<file path="src/rtl/frame_stream_source.sv">
// frame_stream_source: raster-order pixel source for the dstream pipeline.
// Reads one WIDTH x HEIGHT frame from a synchronous-read frame memory and
// sends it out on a valid/ready stream, honouring backpressure and sustaining
// one pixel per clock while y_ready stays high.
//
// Optional build macro: FRAME_SRC_LOOP_EN
//   defined   -> continuous streaming; the address wraps to 0 and the source
//                stays in READ, frame_done pulses per frame, busy holds until reset
//   undefined -> one frame per accepted start

module frame_stream_source #(
    parameter int unsigned W      = 30,
    parameter int unsigned WIDTH  = 320,
    parameter int unsigned HEIGHT = 240,
    parameter int unsigned AW     = $clog2(WIDTH * HEIGHT)
) (
    input  logic          clk,
    input  logic          reset,
    input  logic          start,
    output logic          mem_rd_en,
    output logic [AW-1:0] mem_addr,
    input  logic [W-1:0]  mem_rdata,
    output logic [W-1:0]  y_data,
    output logic          y_valid,
    input  logic          y_ready,
    output logic          busy,
    output logic          frame_done
);

    localparam int unsigned NPIX     = WIDTH * HEIGHT;
    localparam logic [AW-1:0] LAST_ADDR = AW'(NPIX - 1);

    localparam logic [1:0] S_IDLE  = 2'd0;
    localparam logic [1:0] S_READ  = 2'd1;
    localparam logic [1:0] S_DRAIN = 2'd2;

    logic [1:0]    state;
    logic [1:0]    state_next;

    // Two-entry output buffer: y_data is the head, fifo_tail the second slot.
    logic [1:0]    fifo_count;
    logic [1:0]    fifo_count_next;
    logic [W-1:0]  fifo_tail;

    // A memory read was issued last edge; its data is on mem_rdata now.
    logic          inflight;

    // Output handshake counter, used to spot the last pixel of a frame.
    logic [AW-1:0] pix_cnt;

    logic          pop;
    logic          push;
    logic          start_accept;
    logic          last_pix;
    logic          rd_last;
    logic [2:0]    occupancy;

    // Handshake, push and read-issue qualifiers.
    always_comb begin
        pop          = y_valid & y_ready;
        push         = inflight;
        start_accept = (state == S_IDLE) & start;
        last_pix     = pop & (pix_cnt == LAST_ADDR);
        occupancy    = 3'(fifo_count) + 3'(inflight);
        // Space check counts a same-cycle pop so the buffer never overflows
        // yet the stream sustains one pixel per clock.
        mem_rd_en    = (state == S_READ) & (occupancy < (3'd2 + 3'(pop)));
        rd_last      = mem_rd_en & (mem_addr == LAST_ADDR);
    end

    // State register.
    always_ff @(posedge clk or posedge reset) begin
        if (reset) begin
            state <= S_IDLE;
        end else begin
            state <= state_next;
        end
    end

    // Next-state logic.
    always_comb begin
        state_next = state;
        case (state)
            S_IDLE: begin
                if (start) begin
                    state_next = S_READ;
                end
            end
            S_READ: begin
`ifdef FRAME_SRC_LOOP_EN
                state_next = S_READ;
`else
                if (rd_last) begin
                    state_next = S_DRAIN;
                end
`endif
            end
            S_DRAIN: begin
                if (last_pix) begin
                    state_next = S_IDLE;
                end
            end
            default: state_next = S_IDLE;
        endcase
    end

    // Read address: restarts at 0 per frame and wraps after the last pixel.
    always_ff @(posedge clk or posedge reset) begin
        if (reset) begin
            mem_addr <= '0;
        end else if (start_accept) begin
            mem_addr <= '0;
        end else if (mem_rd_en) begin
            if (rd_last) begin
                mem_addr <= '0;
            end else begin
                mem_addr <= mem_addr + AW'(1);
            end
        end
    end

    // In-flight flag: data for a read issued at this edge returns next cycle.
    always_ff @(posedge clk or posedge reset) begin
        if (reset) begin
            inflight <= 1'b0;
        end else begin
            inflight <= mem_rd_en;
        end
    end

    // Buffer occupancy after this edge.
    always_comb begin
        fifo_count_next = fifo_count;
        if (push && !pop) begin
            fifo_count_next = fifo_count + 2'd1;
        end else if (pop && !push) begin
            fifo_count_next = fifo_count - 2'd1;
        end
    end

    // Output buffer storage; simultaneous push and pop keeps order.
    always_ff @(posedge clk or posedge reset) begin
        if (reset) begin
            fifo_count <= 2'd0;
            y_valid    <= 1'b0;
            y_data     <= '0;
            fifo_tail  <= '0;
        end else begin
            fifo_count <= fifo_count_next;
            y_valid    <= (fifo_count_next != 2'd0);
            case ({push, pop})
                2'b10: begin
                    if (fifo_count == 2'd0) begin
                        y_data <= mem_rdata;
                    end else begin
                        fifo_tail <= mem_rdata;
                    end
                end
                2'b01: begin
                    y_data <= fifo_tail;
                end
                2'b11: begin
                    if (fifo_count == 2'd1) begin
                        y_data <= mem_rdata;
                    end else begin
                        y_data    <= fifo_tail;
                        fifo_tail <= mem_rdata;
                    end
                end
                default: begin
                end
            endcase
        end
    end

    // Output pixel counter, cleared at the start of each frame.
    always_ff @(posedge clk or posedge reset) begin
        if (reset) begin
            pix_cnt <= '0;
        end else if (start_accept) begin
            pix_cnt <= '0;
        end else if (pop) begin
            if (pix_cnt == LAST_ADDR) begin
                pix_cnt <= '0;
            end else begin
                pix_cnt <= pix_cnt + AW'(1);
            end
        end
    end

    // busy spans start acceptance to the final handshake; frame_done pulses once.
    always_ff @(posedge clk or posedge reset) begin
        if (reset) begin
            busy       <= 1'b0;
            frame_done <= 1'b0;
        end else begin
            frame_done <= last_pix;
            if (start_accept) begin
                busy <= 1'b1;
            end
`ifndef FRAME_SRC_LOOP_EN
            else if (last_pix) begin
                busy <= 1'b0;
            end
`endif
        end
    end

endmodule
</file>
<file path="config.mk">
export PLATFORM = sky130hd
export DESIGN_NAME = frame_stream_source
export DESIGN_NICKNAME = d
export VERILOG_FILES = /design/src/rtl/frame_stream_source.sv
export SDC_FILE = /design/constraint.sdc
export NUM_CORES = 1
export LEC_CHECK = 0
export ABC_AREA = 1
export BUFFER_PORTS_ARGS = -buffer_cell sky130_fd_sc_hd__clkbuf_2
export CAP_MARGIN = 20
export CORE_MARGIN = 5
export CORE_UTILIZATION = 30
export CTS_CLUSTER_DIAMETER = 150
export CTS_CLUSTER_SIZE = 8
export DETAILED_ROUTE_END_ITERATION = 8
export GPL_TIMING_DRIVEN = 1
export RECOVER_POWER = 50
export SLEW_MARGIN = 10
export SYNTH_ARGS = -nofsm -noshare
export SYNTH_HDL_FRONTEND = slang
export SYNTH_SLANG_ARGS = --single-unit
</file>
<file path="constraint.sdc">
create_clock -name clk -period 8.15 [get_ports clk]
set_input_delay 1.63 -clock clk [delete_from_list [all_inputs] [get_ports clk]]
set_output_delay 1.63 -clock clk [all_outputs]
set_load 0.01 [all_outputs]
</file>
* Word-level counts from Yosys, hierarchy flattened *
Cells that the tools add are included.

storage, ports and cells
  register bits after elaboration = 102
  input port bits = 34
  output and inout bits = 51
  word-level logic and storage cells = 71

operators by class
  add/subtract/negate cells = 6
  magnitude comparators = 1
  equal/unequal tests = 14
  mux-type cells = 20
  bitwise gates (word level) = 5
  reduce and logical (&&, ||, !) cells = 15

operators with widths
  kind                                               number
  two-way mux 30 bit                                 4
  two-way mux 17 bit                                 6
  case mux 30 bit (3 select lines)                   1
  case mux 30 bit (2 select lines)                   1
  adder 17 x 1 -> 17 bit (second input constant)     2
  == test 17 bit (second input constant)             2
  != test 2 bit (second input constant)              6
  two-way mux 2 bit                                  5
  nonzero test 2 bit                                 5
  == test 2 x 1 -> 1 bit (second input constant)     3
  == test 2 bit (second input constant)              3
  case mux 2 bit (3 select lines)                    1
  AND reduction 3 bit                                2
  AND 1 bit                                          5
  logical NOT 2 bit                                  2
  adder 2 x 1 -> 3 bit                               1
  adder 2 x 1 -> 3 bit (first input constant)        1
  less-than comparator 3 bit                         1
  nonzero test 3 bit                                 1
  adder 2 x 1 -> 2 bit (second input constant)       1
  logical AND 1 bit                                  2
  logical NOT 1 bit                                  2
  two-way mux 1 bit                                  2
  AND reduction 2 bit                                1
  subtractor 2 x 1 -> 2 bit (second input constant)  1

* Logic depth before layout (Yosys ltp) *
Gate-level depths: netlist of the first run.

  depth in word-level cells = 8
  depth in mapped cells = 10
  gate-level depth less buffers = 10

* Worst setup path after synthesis of the first run *
OpenSTA, ideal clock, no wires.

  path kind = input to output
  from = input port y_ready
  to = output port mem_rd_en
  arrival time = 1.947 ns
  required time = 6.520 ns
  setup slack = 4.573 ns
  cell stages on the path = 4
  path buffers = 0
  path through = nand3_1 nand2_1 nand2_1 inv_2

on the way
  word-level cells in the longest chain between the ends = 4

RTL lines
  element                     line  text
  start: declaration          25    input logic y_ready,
  AND 1 bit                   60    pop = y_valid & y_ready;
  adder 2 x 1 -> 3 bit        67    mem_rd_en = (state == S_READ) & (occupancy < (3'd2 + 3'(pop)));
  less-than comparator 3 bit  67
  AND 1 bit                   67
  end: declaration            20    output logic mem_rd_en,

Every way passes these cells.

==> out/results.txt, run 1 <==
Flops & latches, synth: 102
DRT Pass-1 Iters: 4
R2R Setup Slk: 5.14 ns
Yosys warning total: 0
# IOs: 85
Worst endpoint required time: 8.16 ns
Worst Path Max Fanout: 39
Post-Syn Nets: 697
Clk Tree Root Cell: clkbuf_16
Cell Chain, Critical Path: clkbuf_2, clkinvlp_2, clkbuf_1
CP Launch Type: input pin
Final period util: 49.8%
Pwr Density: 345 nW/um2
Final hold vios: 0
Crit path buf inv count: 3
Slowest cell delay on critical path: 1.63 ns
Antenna Diode Count: 0
Main synth FF type: dfrtp_1
R2R cell count: 8
P_leak: 2.93 nW
CTS clk-pin slew, worst paths: 0.07 ns
Largest cells by area after synthesis: dfrtp_1 (50%), nand2_1 (11%), o21ai_0 (6.5%)
# DRC: 0
Arr. time, crit path: 4.07 ns
Initial DRC Count: 201
Filler Cell Count: 1828
# Post-CTS Setup Buffers: 0
Kind of end point of the critical path: asynchronous set/reset pin
Area Overhead vs Synth: 16.3%
Starting Density: 30.8%
Largest net degree at the start of global routing: 78
Worst Hold End: fifo_tail[8]$_DFFE_PP0P_
Placeable Area: 16700 um2
FFs w/ async S/R, synth: 100%
Min-Delay Path Class: register to register
Setup CP Type: input pin to asynchronous set/reset pin
Hold Path Depth: 2
Post-DR wirelength/cell: 13.2 um
Buffer levels on the longest clock path: 2
GRT Residual Overflow: 0
Post-synthesis sequential area ratio: 49.6%
Min-delay src: fifo_tail[8]$_DFFE_PP0P_
Layout cells sized above 1: 13.5%
Least-Margin Pin Slew: 2.19 ns
Synth unique cells: 33
Slowest stage cell, crit path: clkbuf_1
Status: complete, but fails checks
RSZ-0062 raised after global routing: no
Reg2reg end: y_data[0]$_DFFE_PP0P_
Failing checks: max-capacitance violations, max-slew violations
Worst VDD drop: 196 uV
Total track usage: 13.5%
Die width: 141 um
Row count: 47
Top-count cell post-synth: nand2_1
CTS Hold Bufs: 0
Mapped Cells: 657
Top-area cell type share of the netlist area: 49.6%
CTS resizes: 0
Final Skew: 0.00696 ns
CTS sink count: 102
Syn Area/Cell: 7.83 um2
Reg2reg start: y_valid$_DFF_PP0_
Final #Nets: 769
Clk_lat worst skew: 0.35 ns
Vias in the first global route: 4479
Setup TNS: 0 ns
Die height: 141 um
Placement Cell Area: 5720 um2
Max-Cap Viols: 1
GP Congestion: 0.810
Max-slew violations: 39
H-tree lvl count: 3
Final cell area excluding filler cells: 5990 um2
CTS buffer count: 9
Synth area leader: dfrtp_1
CP top delay family: buffers and inverters
First-pass GRT wire length: 21.9 mm
CTS tree: done
PortBufs: 84
Achievable Freq: 0.247 GHz
DIE AREA: 19900 um2
Final setup fails: 0
Slew HR: -46.2%
Hpwl dp: 8.34 mm
DR vias: 4413
Top cells by count, synth: nand2_1 (157), dfrtp_1 (102), nor2_1 (87)
Routed vias/inst: 4.63
Final min period: 4.06 ns
Initial antenna violation count: 0
Mapped cell area: 5150 um2
Antenna Violating Nets Remaining: 0
Routed WL: 12.6 mm
EDFF count, synth: 0
==> worst max path at each step <==
| stage | start | end | slack (ns) | cells after the start |
|---|---|---|---|---|
| global route | reset | fifo_tail[16]$_DFFE_PP0P_ | 3.35 | 3 |
| global placement | y_ready | mem_rd_en | 4.23 | 6 |
| floorplan | reset | busy$_DFFE_PP0P_ | 3.84 | 1 |
| finish | reset | fifo_tail[8]$_DFFE_PP0P_ | 4.09 | 3 |
| CTS | y_ready | mem_rd_en | 4.23 | 6 |
| detailed placement | y_ready | mem_rd_en | 4.23 | 6 |
==> cells in the final DEF, fill, tap and decap left out, types with 3 or more instances in the layout <==
cell type and count:
a21oi_1 3, a31oi_1 30, clkbuf_1 20, clkbuf_16 9, clkbuf_2 67, dfrtp_1 102, ha_1 6, inv_1 73
nand2_1 160, nand3_1 39, nand4_1 19, nor2_1 87, nor3_1 14, o21ai_0 67, o21ai_1 3, xor2_1 6
==> power by group <==
group	leakage [nW]	internal, mW	switching [mW]
logic	1.52	0.270	0.534
clock network	0.140	0.239	0.195
registers	1.27	0.702	0.128
==> layout make-up <==
type / instances / area (um2) / share of cell area, %
flip-flops and latches: 102 / 2550 / 42.6
multi-input cells: 450 / 2130 / 35.6
repair buffers: 88 / 438 / 7.32
inverters: 78 / 297 / 4.95
well taps: 220 / 275 / 4.60
clock buffers: 11 / 233 / 3.89
clock inverters: 5 / 60.1 / 1.00
==> per-layer routing <==
metal	GRT usage, %	part of all wire, %	up-vias
met5	0	0	-
met4	2.80	0.80	0
met3	4.33	5.1	8
met2	22.5	46	92
met1	17.2	48	2036
li1	-	-	2277
==> stage by stage <==
stage / worst slack, ns / utilization [%] / cells / hold WS [ns] / total power [mW]
after floorplan: 3.84 / - / 657 / 0.447 / 1.42
after global placement: 4.23 / 34.3 / 937 / 0.458 / 1.66
after detailed placement: 4.23 / 34.3 / 937 / 0.467 / 1.68
after CTS: 4.23 / 36.0 / 953 / 0.485 / 2.13
after global routing: 3.35 / 35.8 / 954 / 0.506 / 2.26
final: 4.09 / 35.8 / 954 / 0.479 / 2.07
==> flip-flops by register name, summed over array words and instances, names as in the netlist <==
signal	flops
fifo_tail	30
y_data	30
mem_addr	17
pix_cnt	17
fifo_count	2
state	2
busy	1
frame_done	1
inflight	1
y_valid	1
==> worst register-to-register path: cells and delay by family, from the launching register on <==
kind            cells  cell delay [ns]
buf+inv             2             0.79
simple gates        4             1.51
compound gates      2             0.19
flops               1             0.40
==> cell families (layout without fill, tap and decap cells) <==
group	Yosys count	count (layout)	share of synthesized area, %
and+or+nand+nor	330	330	27.5
AOI/OAI and AO/OA	108	108	11.7
buffers and inverters	105	182	8.73
DFF	102	102	49.6
adders and majority gates	6	6	1.46
xor gates and xnor gates	6	6	1.02
Power figures use the tool's default switching activity.
==> inputs of run 2 (changes only) <==
Clock period 8.15 ns to 3.9 ns, I/O delays scaled along.
==> run 2 against run 1 <==
Net effect: critical path depth increased by 6; highest routed layer unchanged; critical path type is now input pin to register; power increased by 110%; sequential cell count unchanged; the flow still finishes with violations (max-capacitance violations, max-slew violations); die area unchanged; count of clock-buffer cells in the layout unchanged.
==> out/results.txt, run 2 (same netlist as run 1, synthesis figures left out) <==
Crit path buf inv count: 3 (unchanged)
GRT Residual Overflow: 0 (unchanged)
Cell Chain, Critical Path: clkbuf_2, nand2_1, clkinvlp_2, nand2_1, clkinv_2, nor2_4, nand2_1, o211ai_1, o21ai_1 (was clkbuf_2, clkinvlp_2, clkbuf_1)
Comb power frac: 38.7% (was 38.9%)
Fin worst setup slack: 0.934 ns (was 4.09 ns)
Clk_lat worst skew: 0.35 ns (about the same)
Row count: 47 (unchanged)
DP Worst Slack: 1.09 ns (was 4.23 ns)
CTS sink count: 102 (unchanged)
Kind of end point of the critical path: register (was asynchronous set/reset pin)
Arr. time, crit path: 3.19 ns (was 4.07 ns)
Most frequent cells in the layout: nand2_1 (159), dfrtp_1 (102), nor2_1 (87), inv_1 (74), o21ai_0 (67) (was nand2_1 (160), dfrtp_1 (102), nor2_1 (87), inv_1 (73))
Final hold vios: 0 (unchanged)
Status: complete, but fails checks (unchanged)
Top cell by count, worst path: nand2_1
# Post-CTS Setup Buffers: 0 (unchanged)
Slew HR: -57.4% (was -46.2%)
P_leak: 2.93 nW (about the same)
CTS Hold Bufs: 0 (unchanged)
Slowest stage cell, crit path: nor2_4 (was clkbuf_1)
Buffer levels on the longest clock path: 2 (unchanged)
Area Overhead vs Synth: 16.2% (was 16.3%)
DRT Pass-1 Iters: 5 (was 4)
Reg power frac: 40.4% (was 40.1%)
Commonest non-fill, non-tap cell in the layout: nand2_1 (unchanged)
Max-slew violations: 60 (was 39)
Clk Tree Root Cell: clkbuf_16 (unchanged)
CTS resizes: 0 (unchanged)
Placeable Area: 16700 um2 (unchanged)
Switching power: 1.79 mW (was 0.856 mW)
Starting Density: 30.8% (unchanged)
DR vias: 4463 (was 4413)
Initial DRC Count: 174 (was 201)
Total track usage: 13.2% (was 13.5%)
Worst VDD drop: 390 uV (was 196 uV)
Die width: 141 um (unchanged)
Least-Margin Pin Slew: 2.36 ns (was 2.19 ns)
DIE AREA: 19900 um2 (unchanged)
Sw frac: 41.6% (was 41.4%)
Slowest cell delay on critical path: 0.72 ns (was 1.63 ns)
CTS clk-pin slew, worst paths: 0.07 ns (about the same)
Setup TNS: 0 ns (unchanged)
# IOs: 85 (unchanged)
Max-Cap Viols: 1 (unchanged)
Initial antenna violation count: 0 (unchanged)
Hpwl dp: 8.61 mm (was 8.34 mm)
Pwr Density: 717 nW/um2 (was 345 nW/um2)
Min-Delay Path Class: register to register (unchanged)
CTS tree: done (unchanged)
Final period util: 76.1%
Antenna Violating Nets Remaining: 0 (unchanged)
Final setup fails: 0 (unchanged)
# DRC: 0 (unchanged)
Final min period: 2.97 ns
Final #Nets: 770 (was 769)
Final Skew: 0.00791 ns (was 0.00696 ns)
Setup CP Type: input pin to register (was input pin to asynchronous set/reset pin)
Routed WL: 12.4 mm (was 12.6 mm)
Vias in the first global route: 4324 (was 4479)
GP Congestion: 0.839 (was 0.810)
CP top delay family: simple AND/OR/NAND/NOR gates (was buffers and inverters)
PortBufs: 84 (unchanged)
Filler Cell Count: 1811 (was 1828)
H-tree lvl count: 3 (unchanged)
Worst endpoint required time: 4.12 ns (was 8.16 ns)
Die height: 141 um (unchanged)
Failing checks: max-capacitance violations, max-slew violations (unchanged)
Cell internal pwr: 2.51 mW (was 1.21 mW)
Antenna Diode Count: 0 (unchanged)
CTS buffer count: 9 (unchanged)
Clock share of power: 20.9% (was 21.0%)
Layout cells sized above 1: 13.6% (was 13.5%)
First-pass GRT wire length: 21.6 mm (was 21.9 mm)
Largest net degree at the start of global routing: 61 (was 78)
Achievable Freq: 0.337 GHz
Largest regs: fifo_tail: 30 flops, y_data: 30 flops (unchanged)
RSZ-0062 raised after global routing: no (unchanged)
CP Launch Type: input pin (unchanged)
Post-DR wirelength/cell: 13.0 um (was 13.2 um)
Routed vias/inst: 4.67 (was 4.63)
Worst Path Max Fanout: 31 (was 39)
## run 2: cell count changes in the layout (fill, tap and decap cells not counted), sizes merged
cell	delta
bufinv	-1
clkbuf	-1
inv	+3
clkinv	-1
clkinvlp	-1
buf	+2
## run 2: area by class of cell
type | instances | area (um2) | share of cell area, %
clock buffer | 11 | 253 | 4.22
clock inverter | 5 | 41.3 | 0.690
inverter | 78 | 295 | 4.94
multi-input combinational | 450 | 2130 | 35.7
sequential | 102 | 2550 | 42.7
tap | 220 | 275 | 4.60
timing repair buffer | 89 | 433 | 7.24
## run 2: worst reg2reg max path, delay by kind of cell, from the launching register on
kind,cells,cell delay (ns)
AND/OR/NAND/NOR,4,1.40
flip-flops,1,0.41
buffers and inverters,2,0.72
AO/OA/AOI/OAI,2,0.19
## run 2: power groups by stage
| stage | logic [mW] | registers (mW) | clock network, mW |
|---|---|---|---|
| after floorplan | 1.18 | 1.78 | 0 |
| after global placement | 1.71 | 1.75 | 0 |
| after detailed placement | 1.74 | 1.75 | 0 |
| after CTS | 1.74 | 1.74 | 0.933 |
| after global routing | 1.94 | 1.79 | 0.971 |
| final | 1.66 | 1.74 | 0.897 |
## run 2: path summary, 6_finish.rpt
check	from	to	slack, ns	depth (start not counted)
worst max register to register	y_valid$_DFF_PP0_	y_data[0]$_DFFE_PP0P_	1.04	8
worst min-delay path	fifo_tail[5]$_DFFE_PP0P_	fifo_tail[5]$_DFFE_PP0P_	0.48	2
min in group asynchronous	reset	y_data[15]$_DFFE_PP0P_	1.22	2
worst max-delay path	y_ready	y_data[0]$_DFFE_PP0P_	0.93	9
max in group asynchronous	reset	pix_cnt[9]$_DFFE_PP0P_	1.34	2
worst min register to register	fifo_tail[5]$_DFFE_PP0P_	fifo_tail[5]$_DFFE_PP0P_	0.48	2
## run 2: through the flow
stage	instances	cell area [um2]	util [%]	total power, mW	hold slack [ns]
2_1_floorplan	657	5150	-	2.97	0.447
3_3_place_gp	939	5740	34.4	3.46	0.459
3_5_place_dp	939	5740	34.4	3.49	0.469
4_1_cts	955	6030	36.1	4.41	0.486
5_1_grt	955	5980	35.8	4.70	0.502
6_report	955	5980	35.8	4.29	0.481
## run 2: layer usage
| metal | wire length (um) | global-route usage (%) | vias to the layer above | part of all wire, % |
|---|---|---|---|---|
| met5 | 0 | 0 | - | 0 |
| met4 | 167 | 3.98 | 0 | 1.3 |
| met3 | 818 | 3.52 | 15 | 6.6 |
| met2 | 5700 | 21.0 | 126 | 46 |
| met1 | 5760 | 17.7 | 2041 | 46 |
| li1 | - | - | 2281 | - |
==> inputs of run 3 (changes only) <==
Settings changed: ABC_AREA 1 to 0.
Clock period 3.9 ns to 2.7 ns, I/O delays scaled along.
==> run 3 against run 2 <==
Net effect: the flow now finishes without violations; critical path depth is 3 lower; utilization increased by 1.4 points; sequential share of layout area grew 2.5 points; critical endpoint is now mem_rd_en; global-route usage is 1.8 points lower; largest power group unchanged; non-clock buffer count rose by 4; clock skew grew 0.0017 ns.
==> out/results.txt, run 3 <==
Status: finished clean (was complete, but fails checks)
CTS buffer count: 9 (unchanged)
Hold Path Depth: 2 (unchanged)
CTS tree: done (unchanged)
Placeable Area: 15200 um2 (was 16700 um2)
Commonest non-fill, non-tap cell in the layout: dfrtp_1 (was nand2_1)
Post-Syn Nets: 464 (was 697)
Largest cells by area after synthesis: dfrtp_1 (55%), mux2_2 (7.3%), mux2i_1 (6.7%) (was dfrtp_1 (50%), nand2_1 (11%), o21ai_0 (6.5%))
Synth unique cells: 40 (was 33)
CP Launch Type: register (was input pin)
Achievable Freq: 0.410 GHz
Starting Density: 30.6% (was 30.8%)
Slowest stage cell, crit path: dfrtp_1 (was nor2_4)
DR vias: 3348 (was 4463)
Total power: 6.16 mW (was 4.29 mW)
Die width: 135 um (was 141 um)
Most frequent cells in the layout: dfrtp_1 (102), clkbuf_2 (60), nand2_1 (53), nor2_1 (42), o21ai_0 (35) (was nand2_1 (159), dfrtp_1 (102), nor2_1 (87), inv_1 (74), o21ai_0 (67))
CTS sink count: 102 (unchanged)
R2R cell count: 6 (was 8)
CP Launch Point: fifo_count[0]$_DFF_PP0_ (was y_ready)
DRT Pass-1 Iters: 4 (was 5)
DP Worst Slack: 0.304 ns (was 1.09 ns)
Hpwl dp: 6.92 mm (was 8.61 mm)
Setup TNS: 0 ns (unchanged)
Fin worst setup slack: 0.263 ns (was 0.934 ns)
Top cells by count, synth: dfrtp_1 (102), nand2_1 (54), nor2_1 (42) (was nand2_1 (157), dfrtp_1 (102), nor2_1 (87))
Final min period: 2.44 ns
Post-synthesis sequential area ratio: 54.8% (was 49.6%)
Cell Chain, Critical Path: ha_1, nand3b_1, a211o_1, buf_4, inv_1, clkbuf_2 (was clkbuf_2, nand2_1, clkinvlp_2, nand2_1, clkinv_2, nor2_4, nand2_1, o211ai_1, o21ai_1)
Filler Cell Count: 1529 (was 1811)
Final #Nets: 547 (was 770)
CTS resizes: 0 (unchanged)
First-pass GRT wire length: 16.7 mm (was 21.6 mm)
Routed WL: 10.0 mm (was 12.4 mm)
Final period util: 90.3%
Max-Cap Viols: 0 (was 1)
Reg2reg start: fifo_count[0]$_DFF_PP0_ (was y_valid$_DFF_PP0_)
Antenna Diode Count: 0 (unchanged)
Final Skew: 0.00956 ns (was 0.00791 ns)
Final setup fails: 0 (unchanged)
Kind of end point of the critical path: output port (was register)
Multi-input logic area: 2000 um2 (was 2130 um2)
Pwr Density: 1090 nW/um2 (was 717 nW/um2)
Antenna Violating Nets Remaining: 0 (unchanged)
CTS Hold Bufs: 0 (unchanged)
Layout cells sized above 1: 23.7% (was 13.6%)
Main synth FF type: dfrtp_1 (unchanged)
# IOs: 85 (unchanged)
Top-count cell post-synth: dfrtp_1 (was nand2_1)
# Post-CTS Setup Buffers: 0 (unchanged)
Row count: 45 (was 47)
Initial antenna violation count: 0 (unchanged)
Syn Area/Cell: 11.0 um2 (was 7.83 um2)
Final hold vios: 0 (unchanged)
CTS clk-pin slew, worst paths: 0.07 ns (about the same)
Slowest cell delay on critical path: 0.42 ns (was 0.72 ns)
Buffer levels on the longest clock path: 2 (unchanged)
Synth area leader: dfrtp_1 (unchanged)
Slew HR: 6.76% (was -57.4%)
Worst endpoint required time: 2.16 ns (was 4.12 ns)
Routed vias/inst: 4.79 (was 4.67)
P_leak: 2.63 nW (was 2.93 nW)
Top-area cell type share of the netlist area: 54.8% (was 49.6%)
H-tree lvl count: 3 (unchanged)
Clk_lat worst skew: 0.34 ns (was 0.35 ns)
Yosys warning total: 0 (unchanged)
Min-delay src: mem_rdata[0] (was fifo_tail[5]$_DFFE_PP0P_)
Mapped cell area: 4660 um2 (was 5150 um2)
Largest net degree at the start of global routing: 103 (was 61)
Mapped Cells: 424 (was 657)
Die height: 135 um (was 141 um)
Initial DRC Count: 107 (was 174)
Placed cells: 684 (was 939)
# DRC: 0 (unchanged)
Worst Path Max Fanout: 10 (was 31)
Worst VDD drop: 421 uV (was 390 uV)
EDFF count, synth: 0 (unchanged)
Post-DR wirelength/cell: 14.4 um (was 13.0 um)
Flops & latches, synth: 102 (unchanged)
Vias in the first global route: 3387 (was 4324)
Sequential Area: 2550 um2 (unchanged)
Setup CP Type: register to output port (was input pin to register)
RSZ-0062 raised after global routing: no (unchanged)
Clk Tree Root Cell: clkbuf_16 (unchanged)
FFs w/ async S/R, synth: 100% (unchanged)
Non-filler cells, final: 699 (was 955)
Arr. time, crit path: 1.90 ns (was 3.19 ns)
Area Overhead vs Synth: 21.4% (was 16.2%)
GRT Residual Overflow: 0 (unchanged)
Total track usage: 11.4% (was 13.2%)
Largest regs: fifo_tail: 30 flops, y_data: 30 flops (unchanged)
Max-slew violations: 0 (was 60)
Fin Hold WS: 0.444 ns (was 0.481 ns)
Min-Delay Path Class: input pin to register (was register to register)
GP Congestion: 0.740 (was 0.839)
PortBufs: 84 (unchanged)
Least-Margin Pin Slew: 1.40 ns (was 2.36 ns)
DIE AREA: 18100 um2 (was 19900 um2)
## run 3: cell type report
cell class / instances / share of cell area (%)
Sequential cell: 102 / 45.2
Multi-Input combinational cell: 292 / 35.3
Timing Repair Buffer: 93 / 8.54
Clock buffer: 10 / 4.23
Tap cell: 188 / 4.16
Clock inverter: 5 / 1.90
Inverter: 9 / 0.664
## run 3: cells by family (layout without fill, tap and decap cells)
logic type      after synthesis  after routing  share of synthesized area [%]
simple gates                137            137                           13.7
flops                       102            102                           54.8
mux                          61             61                           13.9
compound gates               55             55                           7.09
xor+xnor                     31             31                           5.83
buf+inv                      30            117                           2.61
fa+ha+maj                     8              8                           2.04
## run 3: power breakdown
| part | switching [mW] | internal [mW] | leakage (nW) |
|---|---|---|---|
| Combinational | 1.20 | 1.02 | 1.19 |
| Clock | 0.571 | 0.930 | 0.169 |
| Sequential | 0.341 | 2.10 | 1.27 |
| Total | 2.11 | 4.06 | 2.63 |
## run 3: stage by stage
step                cell area (um2)  utilization, %
finish                         5650            37.2
detailed placement             5350            35.2
global route                   5650            37.2
global placement               5350            35.2
CTS                            5700            37.5
floorplan                      4660               -
## run 3: routing by layer
layer | routed length [um] | track usage, %
met1 | 4460 | 14.1
met4 | 201 | 5.66
met2 | 5080 | 19.2
met5 | 0 | 0
met3 | 290 | 2.01
## run 3: worst max-delay path, delay by kind of cell (launching register included)
family	cells	cell delay, ns
buffers and inverters	3	0.38
AND/OR/NAND/NOR	1	0.15
adder cells (fa/ha/maj)	1	0.29
AO/OA/AOI/OAI	1	0.32
flip-flops	1	0.42
## run 3: worst paths after layout
kind | end | slack [ns]
min | fifo_tail[0]$_DFFE_PP0P_ | 0.44
min reg2reg | y_data[16]$_DFFE_PP0P_ | 0.48
max reg2reg | mem_addr[9]$_DFFE_PP0P_ | 0.33
max in group asynchronous | pix_cnt[4]$_DFFE_PP0P_ | 1.13
min in group asynchronous | y_data[11]$_DFFE_PP0P_ | 0.72
max | mem_rd_en | 0.26
